## src/rtl/pkt_rx_port_pkg.sv

```systemverilog
// Shared types for the router receive port: the 32-bit packet, its on-link
// byte count and the receive byte-sequencer states.
package pkt_rx_port_pkg;

  localparam int PKT_BYTES = 4;

  typedef struct packed {
    logic [3:0]  src;
    logic [3:0]  dest;
    logic [23:0] data;
  } pkt_t;

  typedef enum logic [1:0] {IDLE, B1, B2, B3} rx_state_t;

endpackage

```

## src/rtl/pkt_rx_port_fifo.sv

```systemverilog
// Packet receive queue: wrapping read/write pointers plus an occupancy count
// 0..DEPTH. The head entry is presented combinationally and reads as zero
// while the queue is empty, so the storage itself needs no reset.
module pkt_rx_port_fifo #(
  parameter int  DEPTH = 4,
  parameter type T     = logic [31:0]
) (
  input  logic                   clock,
  input  logic                   reset,
  input  logic                   wr_en,
  input  T                       wr_data,
  input  logic                   rd_en,
  output T                       head,
  output logic [$clog2(DEPTH):0] count
);

  localparam int              AW   = $clog2(DEPTH);
  localparam logic [AW:0]     FULL = (AW+1)'(DEPTH);

  T              mem [DEPTH];
  logic [AW-1:0] wr_ptr;
  logic [AW-1:0] rd_ptr;

  // Packet storage: written at the tail, never cleared.
  always_ff @(posedge clock) begin
    if (wr_en) mem[wr_ptr] <= wr_data;
  end

  // Pointer and occupancy bookkeeping; a simultaneous push and pop leaves count alone.
  always_ff @(posedge clock) begin
    if (reset) begin
      wr_ptr <= '0;
      rd_ptr <= '0;
      count  <= '0;
    end else begin
      if (wr_en) wr_ptr <= wr_ptr + AW'(1);
      if (rd_en) rd_ptr <= rd_ptr + AW'(1);
      case ({wr_en, rd_en})
        2'b10:   count <= count + (AW+1)'(1);
        2'b01:   count <= count - (AW+1)'(1);
        default: count <= count;
      endcase
    end
  end

  // The slot reservation made at byte0 means a push into a full queue is a design bug.
  always_ff @(posedge clock) begin
    if (!reset && wr_en && !rd_en) assert (count != FULL);
  end

  assign head = (count != '0) ? mem[rd_ptr] : '0;

endmodule

```

## src/rtl/pkt_rx_port.sv

```systemverilog
// Inbound end of the byte-serial free/put/payload link. Reassembles four link
// bytes into a pkt_t, queues it for the router core and drives free_inbound
// back to the sender, reserving a queue slot as soon as byte0 is accepted.
// Build option PKT_RX_ABORT_EN: a missing byte mid-packet aborts the packet and
// an overrun byte is flagged, both via a one-cycle framing_err pulse. Without
// it a mid-packet gap simply stalls and framing_err is tied low.
module pkt_rx_port
  import pkt_rx_port_pkg::*;
#(
  parameter int DEPTH = 4
) (
  input  logic        clock,
  input  logic        reset,
  input  logic        put_inbound,
  input  logic [7:0]  payload_inbound,
  output logic        free_inbound,
  output logic [31:0] pkt_out,
  output logic        pkt_avail,
  input  logic        pkt_read,
  output logic        framing_err
);

  localparam int              CW      = $clog2(DEPTH) + 1;
  localparam logic [CW-1:0]   DEPTH_C = CW'(DEPTH);
  localparam int              SHW     = (PKT_BYTES - 1) * 8;

  rx_state_t      state;
  logic [SHW-1:0] shreg;
  logic           accept0;
  logic           wr_en;
  logic           rd_en;
  logic           reserved_next;
  logic [CW-1:0]  count;
  logic [CW-1:0]  count_next;
  pkt_t           head;
`ifdef PKT_RX_ABORT_EN
  logic           abort;
  logic           overrun;
`endif

  // Per-cycle link events and the occupancy the free flag must reflect next cycle.
  always_comb begin
    accept0       = (state == IDLE) && put_inbound && free_inbound;
    wr_en         = (state == B3) && put_inbound;
    rd_en         = pkt_read && pkt_avail;
`ifdef PKT_RX_ABORT_EN
    abort         = (state != IDLE) && !put_inbound;
    overrun       = (state == IDLE) && put_inbound && !free_inbound;
    reserved_next = accept0 || ((state != IDLE) && !wr_en && !abort);
`else
    reserved_next = accept0 || ((state != IDLE) && !wr_en);
`endif
    count_next    = count + CW'(wr_en) - CW'(rd_en);
  end

  // Byte sequencer with registered free/framing flags.
  always_ff @(posedge clock) begin
    if (reset) begin
      state        <= IDLE;
      free_inbound <= 1'b0;
`ifdef PKT_RX_ABORT_EN
      framing_err  <= 1'b0;
`endif
    end else begin
      free_inbound <= (count_next + CW'(reserved_next)) < DEPTH_C;
`ifdef PKT_RX_ABORT_EN
      framing_err  <= abort || overrun;
`endif
      case (state)
        IDLE:    if (accept0) state <= B1;
`ifdef PKT_RX_ABORT_EN
        B1:      state <= put_inbound ? B2 : IDLE;
        B2:      state <= put_inbound ? B3 : IDLE;
        B3:      state <= IDLE;
`else
        B1:      if (put_inbound) state <= B2;
        B2:      if (put_inbound) state <= B3;
        B3:      if (put_inbound) state <= IDLE;
`endif
        default: state <= IDLE;
      endcase
    end
  end

  // Header and data bytes shift in ahead of byte3; stale bits fall off the top.
  always_ff @(posedge clock) begin
    if (accept0 || (put_inbound && (state == B1 || state == B2)))
      shreg <= {shreg[SHW-9:0], payload_inbound};
  end

`ifndef PKT_RX_ABORT_EN
  assign framing_err = 1'b0;
`endif

  pkt_rx_port_fifo #(.DEPTH(DEPTH), .T(pkt_t)) u_fifo (
    .clock   (clock),
    .reset   (reset),
    .wr_en   (wr_en),
    .wr_data (pkt_t'({shreg, payload_inbound})),
    .rd_en   (rd_en),
    .head    (head),
    .count   (count)
  );

  assign pkt_out   = head;
  assign pkt_avail = (count != '0);

endmodule

```

## config.mk

```make
export PLATFORM = sky130hd
export DESIGN_NAME = pkt_rx_port
export DESIGN_NICKNAME = d
export VERILOG_FILES = /design/src/rtl/pkt_rx_port_pkg.sv /design/src/rtl/pkt_rx_port_fifo.sv /design/src/rtl/pkt_rx_port.sv
export SDC_FILE = /design/constraint.sdc
export NUM_CORES = 1
export LEC_CHECK = 0
export CORE_MARGIN = 4
export CORE_UTILIZATION = 32
export DETAILED_ROUTE_END_ITERATION = 6
export SYNTH_ARGS = -nofsm -noshare
export SYNTH_HDL_FRONTEND = slang
export SYNTH_SLANG_ARGS = --single-unit
```

## constraint.sdc

```tcl
create_clock -name clock -period 3.1 [get_ports clock]
set_input_delay 0.465 -clock clock [delete_from_list [all_inputs] [get_ports clock]]
set_output_delay 0.465 -clock clock [all_outputs]
set_load 0.02 [all_outputs]
```

; Yosys cells after proc, flatten, opt, wreduce, memory -nomap -nowiden
; Memory sizes are Yosys's and may differ from the RTL's. A register that Yosys moved wholly into a read port is not among the register bits.
; Cells that the tools add are included.
; Widths: inputs -> output; s select.
[word_totals]
register_bits = 34
latch_bits = 0
ram_bits = 128
romBits = 0
output_inout_bits = 35
elab_cells = 50
memories = 1
[memory_table]
columns = memory, words, word_bits, read_ports, rd_clocked_by_memory_dff, wr, line
row1 = u_fifo.mem, 4, 32, 1, 1, 1, pkt_rx_port_fifo.sv:20  ; T mem [DEPTH];
[classes]
n_addsub = 7
multipliers = 0
div = 0
magnitude_cmp = 1
eq_ne = 9
n_shift = 0
mux = 11
bitwise = 0
reduce_logical = 15
[op_table]
columns = cell, n
row1 = $mux 32, 1
row2 = $mux 2, 6
row3 = $ne 2x2->1 const B, 4
row4 = $pmux 2 s4, 1
row5 = $add 3x1->3, 2
row6 = $eq 2x2->1 const B, 3
row7 = $logic_and 1x1->1, 6
row8 = $pmux 3 s2, 1
row9 = $add 2x1->2 const B, 2
row10 = $eq 2x1->1 const B, 2
row11 = $reduce_and 4->1, 1
row12 = $reduce_bool 2->1, 2
row13 = $add 3x1->3 const B, 1
row14 = $logic_or 1x1->1, 3
row15 = $lt 3x3->1 const B, 1
row16 = $reduce_bool 3->1, 1
row17 = $sub 3x1->3, 1
row18 = $sub 3x1->3 const B, 1
row19 = $logic_not 2->1, 1
row20 = $mux 1, 2
row21 = $logic_not 1->1, 1

; Logic depth before layout (Yosys ltp)
; Gate-level depths: netlist of run 1.
[logic_depth]
depth_word = 7
mapped_depth = 10
depth_no_buf = 9

; By module
; From an unflattened synthesis of run 1, not the netlist that was laid out.
[hier_totals]
cells_unflattened = 312
area_unflattened_um2 = 6339.8
[modules_own_cells]
columns = module, instances, cells_each, area_per_inst_um2, seq_area_each_um2
row1 = pkt_rx_port_fifo, 1, 248, 5263.8, 4023.9
row2 = pkt_rx_port, 1, 64, 1076.0, 780.7

; Worst setup path before layout of run 1
; No wires, ideal clock.
[synth_path]
kind = flip-flop to flip-flop
startpoint = reg state[1]
endpoint = reg shreg[0], enable pin
setup_time_ns = 0.408
arrival_ns = 1.857
required_time_ns = 2.692
slack_ns = 0.835
stages_incl_launch_ff = 5
path_buffers = 0
period_less_slack_ns = 2.265
cell_sequence = dfxtp_1 inv_1 ha_1 a21oi_1 nor2b_1
[synth_via]
elab_chain_cells = 4
word_cells_on_any_way = 8
cone_classes = 2 x eq/ne / 6 x reduce/logical
[synth_rtl]
columns = element, line
row1 = from (decl), pkt_rx_port.sv:27  ; rx_state_t state;
row2 = from (signal assigned), pkt_rx_port.sv:59  ; state <= IDLE;
row3 = from (signal assigned), pkt_rx_port.sv:70  ; IDLE: if (accept0) state <= B1;
row4 = from (signal assigned), pkt_rx_port.sv:76  ; B1: if (put_inbound) state <= B2;
row5 = "$eq 2x1->1, or another cell as far along", pkt_rx_port.sv:87  ; if (accept0 || (put_inbound && (state == B1 || state == B2)))
row6 = $logic_or 1x1->1 or $logic_and 1x1->1 (tied branches), "pkt_rx_port.sv:87, pkt_rx_port.sv:43"
row7 = "$logic_and 1x1->1, on equally long branches", "pkt_rx_port.sv:87, pkt_rx_port.sv:43"
row8 = $logic_or 1x1->1 *, pkt_rx_port.sv:87
row9 = to (signal assigned), pkt_rx_port.sv:88  ; shreg <= {shreg[SHW-9:0], payload_inbound};
row10 = to (decl), pkt_rx_port.sv:28  ; logic [SHW-1:0] shreg;
; Every way passes the cells marked *; elsewhere a longest branch is shown, timed or not.
; A chain may end at the register's enable or synchronous reset.

==> impl_metrics.toml, run 1 <==
[outcome]
status = "complete, no violations"

[timing]
final_tns_setup_ps = 0
final_max_tran_viols = 0
finalHoldViolations = 0
fin_worst_skew_ps = 5.73
final_min_period_over_clock_period = 0.949
slew-limit-headroom = 0.664
period_minus_slack_ps = 2940
worst_slack_ps = 159
finalSetupViolCount = 0
max_clock_freq_mhz = 340
rsz_0062_raised_after_global_routing = "no"
worst_slew_pin_slew_ps = 504

[clock_network]
cts_max_level = 4
post_cts.resized_instances = 0
cts.root.buffer_cell = "sky130_fd_sc_hd__clkbuf_16"
tritoncts = "built"
clk_latency_ps = 410
clock_sink_count = 164
cts_setup_buffers = 0
cts-buffers-inserted = 17
clock_tree.buffer_depth = 2
post_cts_hold_buffer_count = 0
clkSlewWorstSetupHoldPaths_ps = 60

[layout]
layout-drive-gt1-share = 0.193
antenna_diode_count = 0
design_area_um2 = 7790
final_core_util = 0.399
final_cells = 654
layout.filler_cells = 1791
area_growth_syn_to_layout_pct = 22.5
fin_nets = 402

[critical_path]
worst_r2r_path_depth = 9
timing.rr.end = "free_inbound"
cp_cell_sequence = "buf_12 -> mux4_2 -> and2_1 -> clkdlybuf4s50_1"
reg2reg_slack_ps = 750
r2r_start = "u_fifo.count[2]"
worst_ep_arrival_ps = 2480
critPathCaptureType = "primary output"
critPathMaxFanout = 18
critical_path_required_ps = 2630
path_class = "flip-flop to primary output"
slowest_stage = "sky130_fd_sc_hd__mux4_2"
delay_of_the_slowest_cell_on_the_worst_path_ps = 570
critical_path.startpoint_type = "flip-flop"

[placed_design]
gp_congestion = 0.689
io_buffers = 45
pre_cts_slack_ps = 529
post_dp_cell_area_um2 = 7160
dp.final_hpwl_mm = 6.94
post-place-cells = 622

[drt]
count_of_vias_placed_by_the_detailed_router = 2966
detail_route.iter0.violations = 155
number_of_design_rule_violations_left_after_detail_routing = 0
totalWireLength_mm = 11.1
via_per_inst = 4.54
detail-route-antenna-nets = 0
wl_per_cell_um = 17.0
drt-pass1-iter-count = 4

[floorplan]
die_x_um = 149
placeableCoreArea_um2 = 19500
start_util = 0.326
ios = 47
num_rows = 51
chipHeight_um = 149
design.die.area_um2 = 22200

[power_and_ir_drop]
power_density_nw_per_um2 = 677
seq_power_share = 0.512
total_switching_power_mw = 1.07
power.combinational.fraction = 0.070
power.share.switching = 0.204
ir_worst_vdd_mv = 0.440
internal_power_mw = 4.19
total_leakage_power_nw = 2.50
clkPwrFrac = 0.417

[hold_path]
hold_start = "shreg[20]"
timing.hold.worst_endpoint = "u_fifo.mem[3][28]"
timing.hold.worst_path_depth = 0
min-delay-path-class = "flip-flop to flip-flop"

[run]
maxCapViolations = 0

[synthesis]
synth_seq_cells = 164
syn-cell-area_um2 = 6360
synth_flop_cell = "sky130_fd_sc_hd__edfxtp_1"
ys.warnings.count = 0
postSynthNetCount = 339
synth_sequential_area_ratio = 0.756
number_of_flops_mapped_to_enable_cells_by_yosys = 152
synthesis.area_per_instance_um2 = 20.3
synthesized_netlist_cell_count = 313
number_of_distinct_library_cells_after_synthesis = 36
synth-async-reset-ratio = 0

[global_route]
grt_usage = 0.108
first_global_vias = 3206
overflow = 0
grt_antenna_before_repair = 0
grt_first_pass_wirelength_mm = 17.6
grt_start_max_net_pins = 33
cell usage after synthesis, types with 2 or more instances:
library cell,n,area share
sky130_fd_sc_hd__nor2_1,8,0.0047
sky130_fd_sc_hd__and3_1,4,0.0039
sky130_fd_sc_hd__xnor2_1,2,0.0028
sky130_fd_sc_hd__nor4_1,3,0.0030
sky130_fd_sc_hd__buf_12,3,0.0094
sky130_fd_sc_hd__clkbuf_1,4,0.0024
sky130_fd_sc_hd__and2_1,32,0.031
sky130_fd_sc_hd__mux4_2,30,0.11
sky130_fd_sc_hd__xor2_1,3,0.0041
sky130_fd_sc_hd__buf_2,3,0.0024
sky130_fd_sc_hd__and4_1,2,0.0028
sky130_fd_sc_hd__dfxtp_1,12,0.038
sky130_fd_sc_hd__inv_1,12,0.0071
sky130_fd_sc_hd__edfxtp_1,152,0.72
sky130_fd_sc_hd__mux4_1,2,0.0083
sky130_fd_sc_hd__nand2_1,4,0.0024
sky130_fd_sc_hd__ha_1,13,0.026
sky130_fd_sc_hd__a21oi_1,4,0.0031
sky130_fd_sc_hd__nand3_1,2,0.0016
sky130_fd_sc_hd__or3_1,2,0.0020
cell type report:
type	count	area (um2)	share of cell area
clock buffer	22	444	0.0570
multi-input combinational	124	1400	0.180
sequential	164	4810	0.617
timing repair buffer	57	578	0.0742
tap	265	332	0.0426
inverter	12	45.0	0.00578
clock inverter	10	179	0.0230
stage by stage:
| stage | power (mW) | hold WS (ps) |
|---|---|---|
| floorplan | 2.95 | 459 |
| global placement | 3.10 | 470 |
| detailed placement | 3.13 | 484 |
| CTS | 5.33 | 498 |
| global route | 5.49 | 513 |
| finish | 5.27 | 496 |
critical path, delay by kind of cell (launching register included):
family	cells	cell delay [ps]
muxes	1	570
buffers and inverters	2	780
DFF	1	520
and+or+nand+nor	1	190
routing by layer:
metal  track usage  up-vias  part of all wire
met5             0        -                 0
met4        0.0416        0             0.015
met3        0.0301       12             0.043
met2         0.176       54              0.50
met1         0.137     1550              0.44
li1              -     1350                 -
cell usage in the layout (no fill, tap or decap), types with 2 or more instances in the layout:
cell / instances
sky130_fd_sc_hd__edfxtp_1: 152
sky130_fd_sc_hd__clkdlybuf4s50_1: 45
sky130_fd_sc_hd__and2_1: 32
sky130_fd_sc_hd__mux4_2: 30
sky130_fd_sc_hd__clkbuf_16: 17
sky130_fd_sc_hd__ha_1: 13
sky130_fd_sc_hd__inv_1: 12
sky130_fd_sc_hd__dfxtp_1: 11
sky130_fd_sc_hd__buf_4: 9
sky130_fd_sc_hd__nor2_1: 8
sky130_fd_sc_hd__bufinv_16: 5
sky130_fd_sc_hd__clkbuf_1: 5
sky130_fd_sc_hd__nand2_1: 4
sky130_fd_sc_hd__and3_2: 4
sky130_fd_sc_hd__a21oi_1: 4
sky130_fd_sc_hd__nor4_1: 3
sky130_fd_sc_hd__xor2_1: 3
sky130_fd_sc_hd__buf_12: 3
sky130_fd_sc_hd__or3_1: 2
sky130_fd_sc_hd__mux4_1: 2
sky130_fd_sc_hd__xnor2_1: 2
sky130_fd_sc_hd__nand3_1: 2
sky130_fd_sc_hd__and4_1: 2
sky130_fd_sc_hd__clkinv_1: 2
cell families (layout without fill, tap and decap cells):
| family | count (synthesis) | after routing | synth area share |
|---|---|---|---|
| xor+xnor | 6 | 6 | 0.00945 |
| other cells | 1 | 1 | 0.000590 |
| flops | 164 | 164 | 0.756 |
| compound gates | 10 | 10 | 0.00964 |
| mux | 33 | 33 | 0.116 |
| simple gates | 60 | 60 | 0.0549 |
| fa+ha+maj | 14 | 14 | 0.0287 |
| buf+inv | 25 | 101 | 0.0250 |
state kept, by name, indices dropped and copies added (netlist names), named ones only:
name and flops:
u_fifo.wr_ptr 2, u_fifo.mem 128, u_fifo.count 3, free_inbound 1
state 2, u_fifo.rd_ptr 2, shreg 24
power groups by stage:
stage               Combinational (mW)  Clock, mW  Sequential [mW]
finish                           0.370       2.20             2.70
CTS                              0.381       2.24             2.70
floorplan                        0.237          0             2.71
detailed placement               0.380          0             2.75
global placement                 0.369          0             2.73
global route                     0.408       2.36             2.72
worst max path at each step:
stage / endpoint / slack, ps
5_1_grt: pkt_out[15] / 0.4
2_1_floorplan: shreg[0] / 830
6_report: pkt_out[15] / 160
3_5_place_dp: pkt_out[15] / 530
4_1_cts: pkt_out[15] / 70
3_3_place_gp: pkt_out[15] / 550
No activity file was read; power rests on OpenSTA's default activity.
==> inputs of run 2 (changes only) <==
--- a/config.mk
+++ b/config.mk
@@ -6,7 +6,7 @@
 export NUM_CORES = 1
 export LEC_CHECK = 0
 export CORE_MARGIN = 4
-export CORE_UTILIZATION = 32
+export CORE_UTILIZATION = 45
 export DETAILED_ROUTE_END_ITERATION = 6
 export SYNTH_ARGS = -nofsm -noshare
 export SYNTH_HDL_FRONTEND = slang
==> run 2 against run 1 <==
Clock power shrank 2%. Maximum frequency grew 7.4%. Wire length decreased by 3.0%. Final cell count decreased by 13%. Critical path depth unchanged. Register-to-register slack better by 50 ps. Clock skew is essentially flat. Largest cell class unchanged. Highest routed layer unchanged.
==> impl_metrics.toml, run 2 (synthesized netlist as in run 1, its figures left out) <==
[floorplan]
placeableCoreArea_um2 = 13900
num_rows = 43
die_x_um = 127
chipHeight_um = 127
design.die.area_um2 = 16100
start_util = 0.458
ios = 47

[power_and_ir_drop]
seq_power_share = 0.517
total_switching_power_mw = 1.11
ir_worst_vdd_mv = 0.369
clkPwrFrac = 0.413
internal_power_mw = 4.11
power.share.switching = 0.213
power_density_nw_per_um2 = 681
total_leakage_power_nw = 2.49
power.combinational.fraction = 0.071

[clock_network]
tritoncts = "built"
cts-buffers-inserted = 17
post_cts_hold_buffer_count = 0
clock_sink_count = 164
cts_max_level = 4
clock_tree.buffer_depth = 2
clk_latency_ps = 410
cts_setup_buffers = 0
post_cts.resized_instances = 0
cts.root.buffer_cell = "sky130_fd_sc_hd__clkbuf_16"
clkSlewWorstSetupHoldPaths_ps = 60

[layout]
area_growth_syn_to_layout_pct = 20.6
fin_nets = 401
antenna_diode_count = 0
flip_flop_count_of_the_largest_register_all_copies_and_words_added = 128
max_flop_register = "u_fifo.mem"
final_common_cell = "sky130_fd_sc_hd__edfxtp_1"
mostFrequentLayoutCells = "152 x sky130_fd_sc_hd__edfxtp_1, 45 x sky130_fd_sc_hd__clkdlybuf4s50_1, 32 x sky130_fd_sc_hd__and2_1"
final_core_util = 0.552
layout_top_registers = "u_fifo.mem x128, shreg x24, u_fifo.count x3"
layout-drive-gt1-share = 0.204

[drt]
via_per_inst = 5.16
number_of_design_rule_violations_left_after_detail_routing = 0
totalWireLength_mm = 10.8
detail_route.iter0.violations = 160
detail-route-antenna-nets = 0
count_of_vias_placed_by_the_detailed_router = 2933
drt-pass1-iter-count = 4
wl_per_cell_um = 18.9

[critical_path]
critical_path.startpoint_type = "flip-flop"
critPathCaptureType = "primary output"
worst_ep_arrival_ps = 2270
critPathMaxFanout = 32
path_class = "flip-flop to primary output"
reg2reg_slack_ps = 800
critical_path_required_ps = 2630

[timing]
final_tns_setup_ps = 0
final_min_period_over_clock_period = 0.884
period_minus_slack_ps = 2740
slew-limit-headroom = 0.663
finalHoldViolations = 0
max_clock_freq_mhz = 365
finalSetupViolCount = 0
worst_slack_ps = 361
fin_worst_skew_ps = 5.62
rsz_0062_raised_after_global_routing = "no"
final_max_tran_viols = 0
worst_slew_pin_slew_ps = 503

[global_route]
overflow = 0
grt_antenna_before_repair = 0
grt_first_pass_wirelength_mm = 17.2
grt_usage = 0.144
first_global_vias = 3151
grt_start_max_net_pins = 33

[placed_design]
gp_congestion = 0.658
io_buffers = 45
pre_cts_slack_ps = 560
dp.final_hpwl_mm = 6.43

[outcome]
status = "complete, no violations"

[run]
maxCapViolations = 0

[hold_path]
min-delay-path-class = "flip-flop to flip-flop"
run 2: critical path: stages, from the launching register on:
cell and delay [ps]:
sky130_fd_sc_hd__dfxtp_1 300, sky130_fd_sc_hd__buf_4 420, sky130_fd_sc_hd__mux4_2 420, sky130_fd_sc_hd__and2_1 180
sky130_fd_sc_hd__clkdlybuf4s50_1 530
run 2: cell type report:
cell class	instances	area (um2)
timing repair buffer	56	571
tap	180	225
inverter	12	45.0
clock buffer	18	429
multi-input combinational	124	1410
sequential	164	4810
clock inverter	14	183
fill	1074	6210
run 2: per-stage QoR:
stage | instance area, um2 | std cells | hold slack (ps) | power [mW]
floorplan | 6360 | 313 | 459 | 2.95
global route | 7670 | 568 | 527 | 5.42
detailed placement | 7050 | 536 | 488 | 3.12
CTS | 7660 | 568 | 507 | 5.27
global placement | 7050 | 536 | 467 | 3.10
finish | 7670 | 568 | 502 | 5.22
run 2: power groups by stage:
| stage | registers [mW] | logic [mW] | clock network, mW |
|---|---|---|---|
| detailed placement | 2.74 | 0.375 | 0 |
| floorplan | 2.71 | 0.237 | 0 |
| global route | 2.71 | 0.410 | 2.30 |
| finish | 2.70 | 0.369 | 2.15 |
| CTS | 2.70 | 0.376 | 2.19 |
| global placement | 2.73 | 0.370 | 0 |
run 2: layer usage:
metal	share of wire	GRT usage
met1	0.45	0.196
met2	0.50	0.228
met3	0.049	0.0375
met4	0.0081	0.0511
met5	0	0
run 2: path summary, 6_finish.rpt:
kind / to / startpoint / depth (start not counted)
worst max register to register: free_inbound / u_fifo.count[2] / 8
worst min register to register: u_fifo.mem[1][26] / shreg[18] / 0
worst min-delay path: u_fifo.mem[1][26] / shreg[18] / 0
worst max-delay path: pkt_out[15] / flip-flop / 4
